--- src/rtl/dmem_arbiter_if.sv ---
// Request/response bus between one data-memory master and the arbiter.
interface dmem_arbiter_if #(
    parameter int ADDR_W = 32,
    parameter int DATA_W = 32
);
    logic              req;
    logic              we;
    logic [ADDR_W-1:0] addr;
    logic [DATA_W-1:0] wdata;
    logic [2:0]        memop;
    logic              gnt;
    logic              rvalid;
    logic [DATA_W-1:0] rdata;

    modport master (output req, we, addr, wdata, memop, input gnt, rvalid, rdata);
    modport slave  (input req, we, addr, wdata, memop, output gnt, rvalid, rdata);
endinterface

--- src/rtl/dmem_arbiter.sv ---
// Shares one data-memory port between the core (default priority) and a
// secondary master that is guaranteed a grant after MAX_WAIT denied cycles.
module dmem_arbiter #(
    parameter int ADDR_W   = 32,
    parameter int DATA_W   = 32,
    parameter int MAX_WAIT = 4
) (
    input  logic              clk,
    input  logic              reset,
    dmem_arbiter_if.slave     c,
    dmem_arbiter_if.slave     d,
    output logic [ADDR_W-1:0] mem_addr,
    output logic [DATA_W-1:0] mem_wdata,
    output logic [2:0]        mem_memop,
    output logic              mem_we,
    output logic              mem_re,
    input  logic [DATA_W-1:0] mem_rdata
);
    typedef enum logic {P_CORE, P_SEC} prio_e;

    localparam logic [3:0] WAIT_LIM = 4'(MAX_WAIT);

    prio_e             state_q, state_d;
    logic [3:0]        wait_q, wait_d, wait_inc;
    logic              c_rvalid_q, c_rvalid_d, d_rvalid_q, d_rvalid_d;
    logic [DATA_W-1:0] c_rdata_q, c_rdata_d, d_rdata_q, d_rdata_d;
    logic              c_gnt, d_gnt;

    assign wait_inc = wait_q + 4'd1;

    always_comb begin
        c_gnt = 1'b0;
        d_gnt = 1'b0;
        // Grants are forced low while reset is held so memory sees no access.
        if (!reset) begin
            case (state_q)
                P_CORE: begin
                    if (c.req)      c_gnt = 1'b1;
                    else if (d.req) d_gnt = 1'b1;
                end
                default: begin
                    if (d.req)      d_gnt = 1'b1;
                    else if (c.req) c_gnt = 1'b1;
                end
            endcase
        end
    end

    always_comb begin
        wait_d  = wait_q;
        state_d = state_q;
        if (d_gnt || !d.req)       wait_d = 4'd0;
        else if (wait_q < WAIT_LIM) wait_d = wait_inc;

        case (state_q)
            P_CORE: if (d.req && !d_gnt && wait_inc == WAIT_LIM) state_d = P_SEC;
            default: if (d_gnt || !d.req) state_d = P_CORE;
        endcase
    end

    always_comb begin
        mem_addr  = '0;
        mem_wdata = '0;
        mem_memop = 3'b000;
        mem_we    = 1'b0;
        mem_re    = 1'b0;
        if (c_gnt) begin
            mem_addr  = c.addr;
            mem_wdata = c.wdata;
            mem_memop = c.memop;
            mem_we    = c.we;
            mem_re    = !c.we;
        end else if (d_gnt) begin
            mem_addr  = d.addr;
            mem_wdata = d.wdata;
            mem_memop = d.memop;
            mem_we    = d.we;
            mem_re    = !d.we;
        end
    end

    // Read data is captured at the grant edge; rdata holds until the next read.
    always_comb begin
        c_rvalid_d = c_gnt && !c.we;
        d_rvalid_d = d_gnt && !d.we;
        c_rdata_d  = c_rvalid_d ? mem_rdata : c_rdata_q;
        d_rdata_d  = d_rvalid_d ? mem_rdata : d_rdata_q;
    end

    always_ff @(posedge clk or posedge reset) begin
        if (reset) begin
            state_q    <= P_CORE;
            wait_q     <= 4'd0;
            c_rvalid_q <= 1'b0;
            d_rvalid_q <= 1'b0;
            c_rdata_q  <= '0;
            d_rdata_q  <= '0;
        end else begin
            state_q    <= state_d;
            wait_q     <= wait_d;
            c_rvalid_q <= c_rvalid_d;
            d_rvalid_q <= d_rvalid_d;
            c_rdata_q  <= c_rdata_d;
            d_rdata_q  <= d_rdata_d;
        end
    end

    assign c.gnt    = c_gnt;
    assign d.gnt    = d_gnt;
    assign c.rvalid = c_rvalid_q;
    assign d.rvalid = d_rvalid_q;
    assign c.rdata  = c_rdata_q;
    assign d.rdata  = d_rdata_q;
endmodule
--- src/flat_wrapper.sv ---
// flat-port wrapper written by rule: the top's interface ports become plain ports
module dmem_arbiter_flat 
#(
    parameter int ADDR_W   = 32,
    parameter int DATA_W   = 32,
    parameter int MAX_WAIT = 4
)
  (clk, reset, mem_addr, mem_wdata, mem_memop, mem_we, mem_re, mem_rdata, c_req, c_we, c_addr, c_wdata, c_memop, c_gnt, c_rvalid, c_rdata, d_req, d_we, d_addr, d_wdata, d_memop, d_gnt, d_rvalid, d_rdata);
  dmem_arbiter_if #(.ADDR_W(ADDR_W), .DATA_W(DATA_W)) c_i ();
  dmem_arbiter_if #(.ADDR_W(ADDR_W), .DATA_W(DATA_W)) d_i ();
  input  logic clk;
  input  logic reset;
  output logic [ADDR_W-1:0] mem_addr;
  output logic [DATA_W-1:0] mem_wdata;
  output logic [2:0] mem_memop;
  output logic mem_we;
  output logic mem_re;
  input  logic [DATA_W-1:0] mem_rdata;
  input wire logic [$bits(c_i.req)-1:0] c_req;
  input wire logic [$bits(c_i.we)-1:0] c_we;
  input wire logic [$bits(c_i.addr)-1:0] c_addr;
  input wire logic [$bits(c_i.wdata)-1:0] c_wdata;
  input wire logic [$bits(c_i.memop)-1:0] c_memop;
  output wire logic [$bits(c_i.gnt)-1:0] c_gnt;
  output wire logic [$bits(c_i.rvalid)-1:0] c_rvalid;
  output wire logic [$bits(c_i.rdata)-1:0] c_rdata;
  input wire logic [$bits(d_i.req)-1:0] d_req;
  input wire logic [$bits(d_i.we)-1:0] d_we;
  input wire logic [$bits(d_i.addr)-1:0] d_addr;
  input wire logic [$bits(d_i.wdata)-1:0] d_wdata;
  input wire logic [$bits(d_i.memop)-1:0] d_memop;
  output wire logic [$bits(d_i.gnt)-1:0] d_gnt;
  output wire logic [$bits(d_i.rvalid)-1:0] d_rvalid;
  output wire logic [$bits(d_i.rdata)-1:0] d_rdata;
  assign c_i.req = c_req;
  assign c_i.we = c_we;
  assign c_i.addr = c_addr;
  assign c_i.wdata = c_wdata;
  assign c_i.memop = c_memop;
  assign c_gnt = c_i.gnt;
  assign c_rvalid = c_i.rvalid;
  assign c_rdata = c_i.rdata;
  assign d_i.req = d_req;
  assign d_i.we = d_we;
  assign d_i.addr = d_addr;
  assign d_i.wdata = d_wdata;
  assign d_i.memop = d_memop;
  assign d_gnt = d_i.gnt;
  assign d_rvalid = d_i.rvalid;
  assign d_rdata = d_i.rdata;
  dmem_arbiter #(.ADDR_W(ADDR_W), .DATA_W(DATA_W), .MAX_WAIT(MAX_WAIT)) u_core (.clk(clk), .reset(reset), .c(c_i), .d(d_i), .mem_addr(mem_addr), .mem_wdata(mem_wdata), .mem_memop(mem_memop), .mem_we(mem_we), .mem_re(mem_re), .mem_rdata(mem_rdata));
endmodule
--- config.mk ---
export PLATFORM = sky130hd
export DESIGN_NAME = dmem_arbiter_flat
export DESIGN_NICKNAME = d
export VERILOG_FILES = /design/src/rtl/dmem_arbiter_if.sv /design/src/rtl/dmem_arbiter.sv /design/src/flat_wrapper.sv
export SDC_FILE = /design/constraint.sdc
export NUM_CORES = 1
export LEC_CHECK = 0
export ABC_AREA = 0
export ABC_CLOCK_PERIOD_IN_PS = 3850
export CORE_MARGIN = 8
export CORE_UTILIZATION = 29
export DETAILED_ROUTE_END_ITERATION = 8
export GPL_TIMING_DRIVEN = 1
export PLACE_DENSITY = 0.88
export SYNTH_ARGS = -nofsm -noshare
export SYNTH_HDL_FRONTEND = slang
export SYNTH_SLANG_ARGS = --single-unit
--- constraint.sdc ---
create_clock -name clk -period 3.85 [get_ports clk]
set_input_delay 0.77 -clock clk [delete_from_list [all_inputs] [get_ports clk]]
set_output_delay 0.77 -clock clk [all_outputs]
set_load 0.01 [all_outputs]
# --- Word-level counts from Yosys, hierarchy flattened ---
# Index checks and enable logic that the tools add are counted.
totals:
  elab_cells: 42
  regBits: 71
classes:
  n_eq_ne: 1
  mux: 23
  n_reduce_logical: 10
  order_cmp: 1
  n_addsub: 1
op_table:
  columns: ["operator", "count"]
  rows:
  - ["$mux W32", 4]
  - ["$mux W1", 15]
  - ["$mux W4", 2]
  - ["$mux W3", 2]
  - ["$add A4 B1 Y4 const B", 1]
  - ["$eq A4 B3 Y1 const B", 1]
  - ["$logic_and A1 B1 Y1", 4]
  - ["$logic_not A1 Y1", 4]
  - ["$lt A4 B3 Y1 const B", 1]
  - ["$reduce_bool A2 Y1", 1]
  - ["$logic_or A1 B1 Y1", 1]

# --- Logic depth before layout (Yosys ltp) ---
depth:
  word_depth: 9
  ltp_mapped: 7
  ltp_nobuf: 4

# --- Least setup slack after synthesis ---
# No wires, ideal clock.
synth_path:
  kind: "input to output"
  from: "in reset"
  to: "out mem_wdata[15]"
  n_path_buf: 3
  arrival_ns: 3.411
  path_stages: 6
  setup_slack_ns: -0.331
  path_cell_list: "inv_1 and3_1 buf_2 buf_2 buf_1 a22o_1"
synth_between:
  elab_chain_len: 3
  elab_cells_between_ends: 4
  classes_between: "4 x mux"
synth_lines:
  columns: ["element", "line", "rtl"]
  rows:
  - ["start, declared", "flat_wrapper.sv:12", "input logic reset;"]
  - ["$mux W1", "dmem_arbiter.sv:35", "if (!reset) begin"]
  - ["$mux W32", "dmem_arbiter.sv:73", "end else if (d_gnt) begin"]
  - ["$mux W32 (*)", "dmem_arbiter.sv:67", "if (c_gnt) begin"]
  - ["end, declared", "flat_wrapper.sv:14", "output logic [DATA_W-1:0] mem_wdata;"]
# Every way passes the cells marked *; elsewhere a longest branch is shown, timed or not.

# --- Worst setup path after layout ---
layout_path:
  from: "in c_req"
  to: "out mem_wdata[7]"
layout_between:
  elab_chain_len: 5
  elab_cells_between_ends: 9
  classes_between: "9 x mux"
layout_lines:
  columns: ["element", "line", "rtl"]
  rows:
  - ["start, declared", "flat_wrapper.sv:19", "input wire logic [$bits(c_i.req)-1:0] c_req;"]
  - ["$mux W1, on equally long branches", "dmem_arbiter.sv:38, dmem_arbiter.sv:43", null]
  - ["$mux W1, on equally long branches", "dmem_arbiter.sv:36, dmem_arbiter.sv:42", null]
  - ["$mux W1, on equally long branches", "dmem_arbiter.sv:35, dmem_arbiter.sv:36", null]
  - ["$mux W32 / $mux W1 (equally long branches)", "dmem_arbiter.sv:73, dmem_arbiter.sv:35", null]
  - ["$mux W32 (*)", "dmem_arbiter.sv:67", null]
# Marks and branches as above.

==> results_dict.tcl <==
set metrics [dict create \
    final_util_pct 58.98 \
    synth_cells 254 \
    rsz0062_at_grt "false" \
    synth-warning-count 0 \
    crit_path_end_kind "output pin" \
    multi_input_area_um2 1607 \
    seqPwrFrac_pct 35.5 \
    fin_area_um2 7025 \
    ir_drop_mv 0.2179 \
    grt_use_met1_pct 22.41 \
    finalCritPeriodShare_pct 91.57 \
    fmax_mhz 283.6 \
    postCtsHoldBufs 0 \
    io_buffers 308 \
    switchingPower_w 0.0007338 \
    drcViolationCount 0 \
    drt_first_iter_violations 182 \
    min_from "u_core.d.rdata[11]" \
    nets 732 \
    grt_remaining_overflow 0 \
    core_um2 11910 \
    placed_cell_area_um2 6739 \
    vias 3466 \
    holdPathStages 1 \
    cpMostUsedCell "clkdlybuf4s50_1" \
    first_global_vias 3953 \
    syn-num-nets 428 \
    syn_avg_cell_area_um2 13.82 \
    maxCapViolCount 0 \
    fp-row-count 40 \
    status "completed" \
    arrival_ns 2.76 \
    cp_max_fo 33 \
    comb_power_share_pct 35.4 \
    cts_made_buffers 9 \
    maxSlewHeadroom_pct 41.45 \
    p_per_area_nw_per_um2 390.6 \
    tritoncts "built" \
    ios 309 \
    ff2ff_setup_slack_ns 1.79 \
    p_total_w 0.002744 \
    postCtsSetupBuffers 0 \
    p_sw_share_pct 26.74 \
    cpPeakStageDelay_ns 0.57 \
    start_kind "input pin" \
    ctsRootBufferMaster "clkbuf_16" \
    cts_max_level 3 \
    initial_core_util_pct 29.46 \
    antenna_found_initial 0 \
    ys_types 26 \
    ys_ff_latch 71 \
    busiest_layer "met2" \
    drive_gt1_share_pct 12.28 \
    crit_chain "clkdlybuf4s50_1 > nor2b_1 > nor3b_4 > buf_4 > a22o_1 > clkdlybuf4s50_1" \
    hold_class "flip-flop to flip-flop" \
    cp.required_ns 3.08 \
    seq_area_um2 1777 \
    n_fill_cell 974 \
    grt_max_degree 72 \
    clock_power_share_pct 29.1 \
    ant_nets 0 \
    fp.dieW_um 126.0 \
    clk_pin_slew_ns 0.06 \
    skew_ns 0.005388 \
    insertedDiodeCount 0 \
    syn-cell-area_um2 3510 \
    min_to "u_core.d.rdata[11]" \
    grtUsageMet3_pct 8.439 \
    grt_pass1_wl_mm 26.69 \
    place_congestion 0.8844 \
    clock_path_buffers 2 \
    cts_resized 0 \
    grt_use_total_pct 22.40 \
    power.leakage_nw 2.910 \
    finalSetupViolCount 0 \
    die_h_um 126.0 \
    intPower_w 0.002010 \
    yosysSeqAreaShare_pct 50.62 \
    place_inst 694 \
    tightest_slew_ns 0.8783 \
    fin_setup_tns_ns 0 \
    crit_type "input pin to output pin" \
    totalWireLength_mm 18.10 \
    die_area_um2 15880 \
    use_met2_pct 41.51 \
    drtPass1Iterations 4 \
    ff2ff_path_depth 6 \
    hold_viol 0 \
    final_cells 709 \
    hpwl_mm 15.29 \
    r2r-start "u_core.state_q" \
    slowest_stage "clkdlybuf4s50_1" \
    min_period_ns 3.526 \
    slew_violations 0 \
    clock-sinks 71 \
    routedWlPerCell_um 25.53 \
    via_per_inst 4.889 \
    syn_to_final_growth_pct 100.2 \
    rr_endpoint "u_core.d.rdata[15]" \
    clkLatencyLatePin_ns 0.32 \
]
## metal layers
layer  wire length [um]  vias up
li1                   -     1576
met1               6284     1671
met2               9611      193
met3               1648       26
met4                554        0
met5                  0        -
## worst max path at each step
stage,startpoint,to,slack [ns],depth (start not counted)
floorplan,reset,mem_re,0.06,7
global placement,c_req,mem_memop[1],0.31,6
detailed placement,c_req,mem_memop[1],0.29,6
CTS,c_req,mem_memop[1],0.29,6
global route,c_req,mem_memop[1],0.21,6
finish,c_req,mem_wdata[7],0.32,6
## through the flow
stage / hold slack, ns / worst slack (ns)
3_5_place_dp: 0.4738 / 0.2935
2_1_floorplan: 0.5255 / 0.06036
5_1_grt: 0.5011 / 0.2112
6_report: 0.4800 / 0.3244
3_3_place_gp: 0.4660 / 0.3067
4_1_cts: 0.4866 / 0.2897
## kinds of logic after synthesis
kind of cell / share of synthesized area [%]
flops: 50.62
buf+inv: 4.242
mux: 23.71
fa+ha+maj: 0.7129
compound gates: 18.04
xor+xnor: 0.2496
simple gates: 2.424
## cells in the final DEF, fill, tap and decap left out
master and instances:
nor3b_4 1, mux2i_1 1, mux2_4 27, nor2b_1 1, inv_6 1, mux2_2 9, nand3_1 1, a21oi_1 4
clkdlybuf4s50_1 305, nand2_1 2, nor2b_4 2, a21bo_2 1, clkbuf_16 9, and3_2 1, clkinv_2 3, buf_12 2
xnor2_1 1, clkinvlp_4 2, and4b_1 1, bufinv_16 1, o21ai_0 2, or2_2 1, a22o_1 67, a31oi_1 1
inv_1 1, mux2_1 28, dfrtp_1 71, nor2_1 5, ha_1 2, buf_4 9
## final cells by class
cell class,count,area share [%]
clock inverters,6,0.8727
multi-input cells,158,22.87
flip-flops and latches,71,25.29
inverters,2,0.1603
well taps,147,2.618
repair buffers,316,44.99
clock buffers,9,3.206
## Yosys cell counts
cell | n | share of area (%)
a21bo_2 | 1 | 0.29
or2_2 | 1 | 0.18
dfrtp_1 | 71 | 51
buf_4 | 1 | 0.21
nand3_1 | 1 | 0.14
mux2i_1 | 1 | 0.29
nand2_1 | 2 | 0.21
mux2_2 | 9 | 2.9
nor2_1 | 5 | 0.53
ha_1 | 2 | 0.71
a31oi_1 | 1 | 0.18
xnor2_1 | 1 | 0.25
inv_1 | 2 | 0.21
clkbuf_1 | 10 | 1.1
a22o_1 | 67 | 17
nor2b_1 | 3 | 0.53
mux2_4 | 27 | 12
and3_1 | 1 | 0.18
mux2_1 | 28 | 9.0
a21oi_1 | 4 | 0.57
buf_1 | 1 | 0.11
nor3b_2 | 1 | 0.36
and4b_1 | 1 | 0.29
buf_2 | 5 | 0.71
buf_6 | 6 | 1.9
o21ai_0 | 2 | 0.29
## sequential cells by signal, summed over array words and instances, names as in the netlist
signal	cells
u_core.c.rdata	32
u_core.c.rvalid	1
u_core.d.rdata	32
u_core.d.rvalid	1
u_core.state_q	1
u_core.wait_q	4
## power groups by stage
stage | sequential (W) | clock (W) | combinational [W]
final | 0.000973 | 0.000799 | 0.000972
after global routing | 0.000992 | 0.000854 | 0.00103
after CTS | 0.000973 | 0.000822 | 0.000988
after detailed placement | 0.000984 | 0 | 0.000983
after global placement | 0.000974 | 0 | 0.000966
after floorplan | 0.00104 | 0 | 0.000260
## critical path, delay by kind of cell
kind                   cells  cell delay (ns)
AOI/OAI and AO/OA          1             0.21
buffers and inverters      3             1.34
and+or+nand+nor            2             0.41
Power figures use the tool's default switching activity.
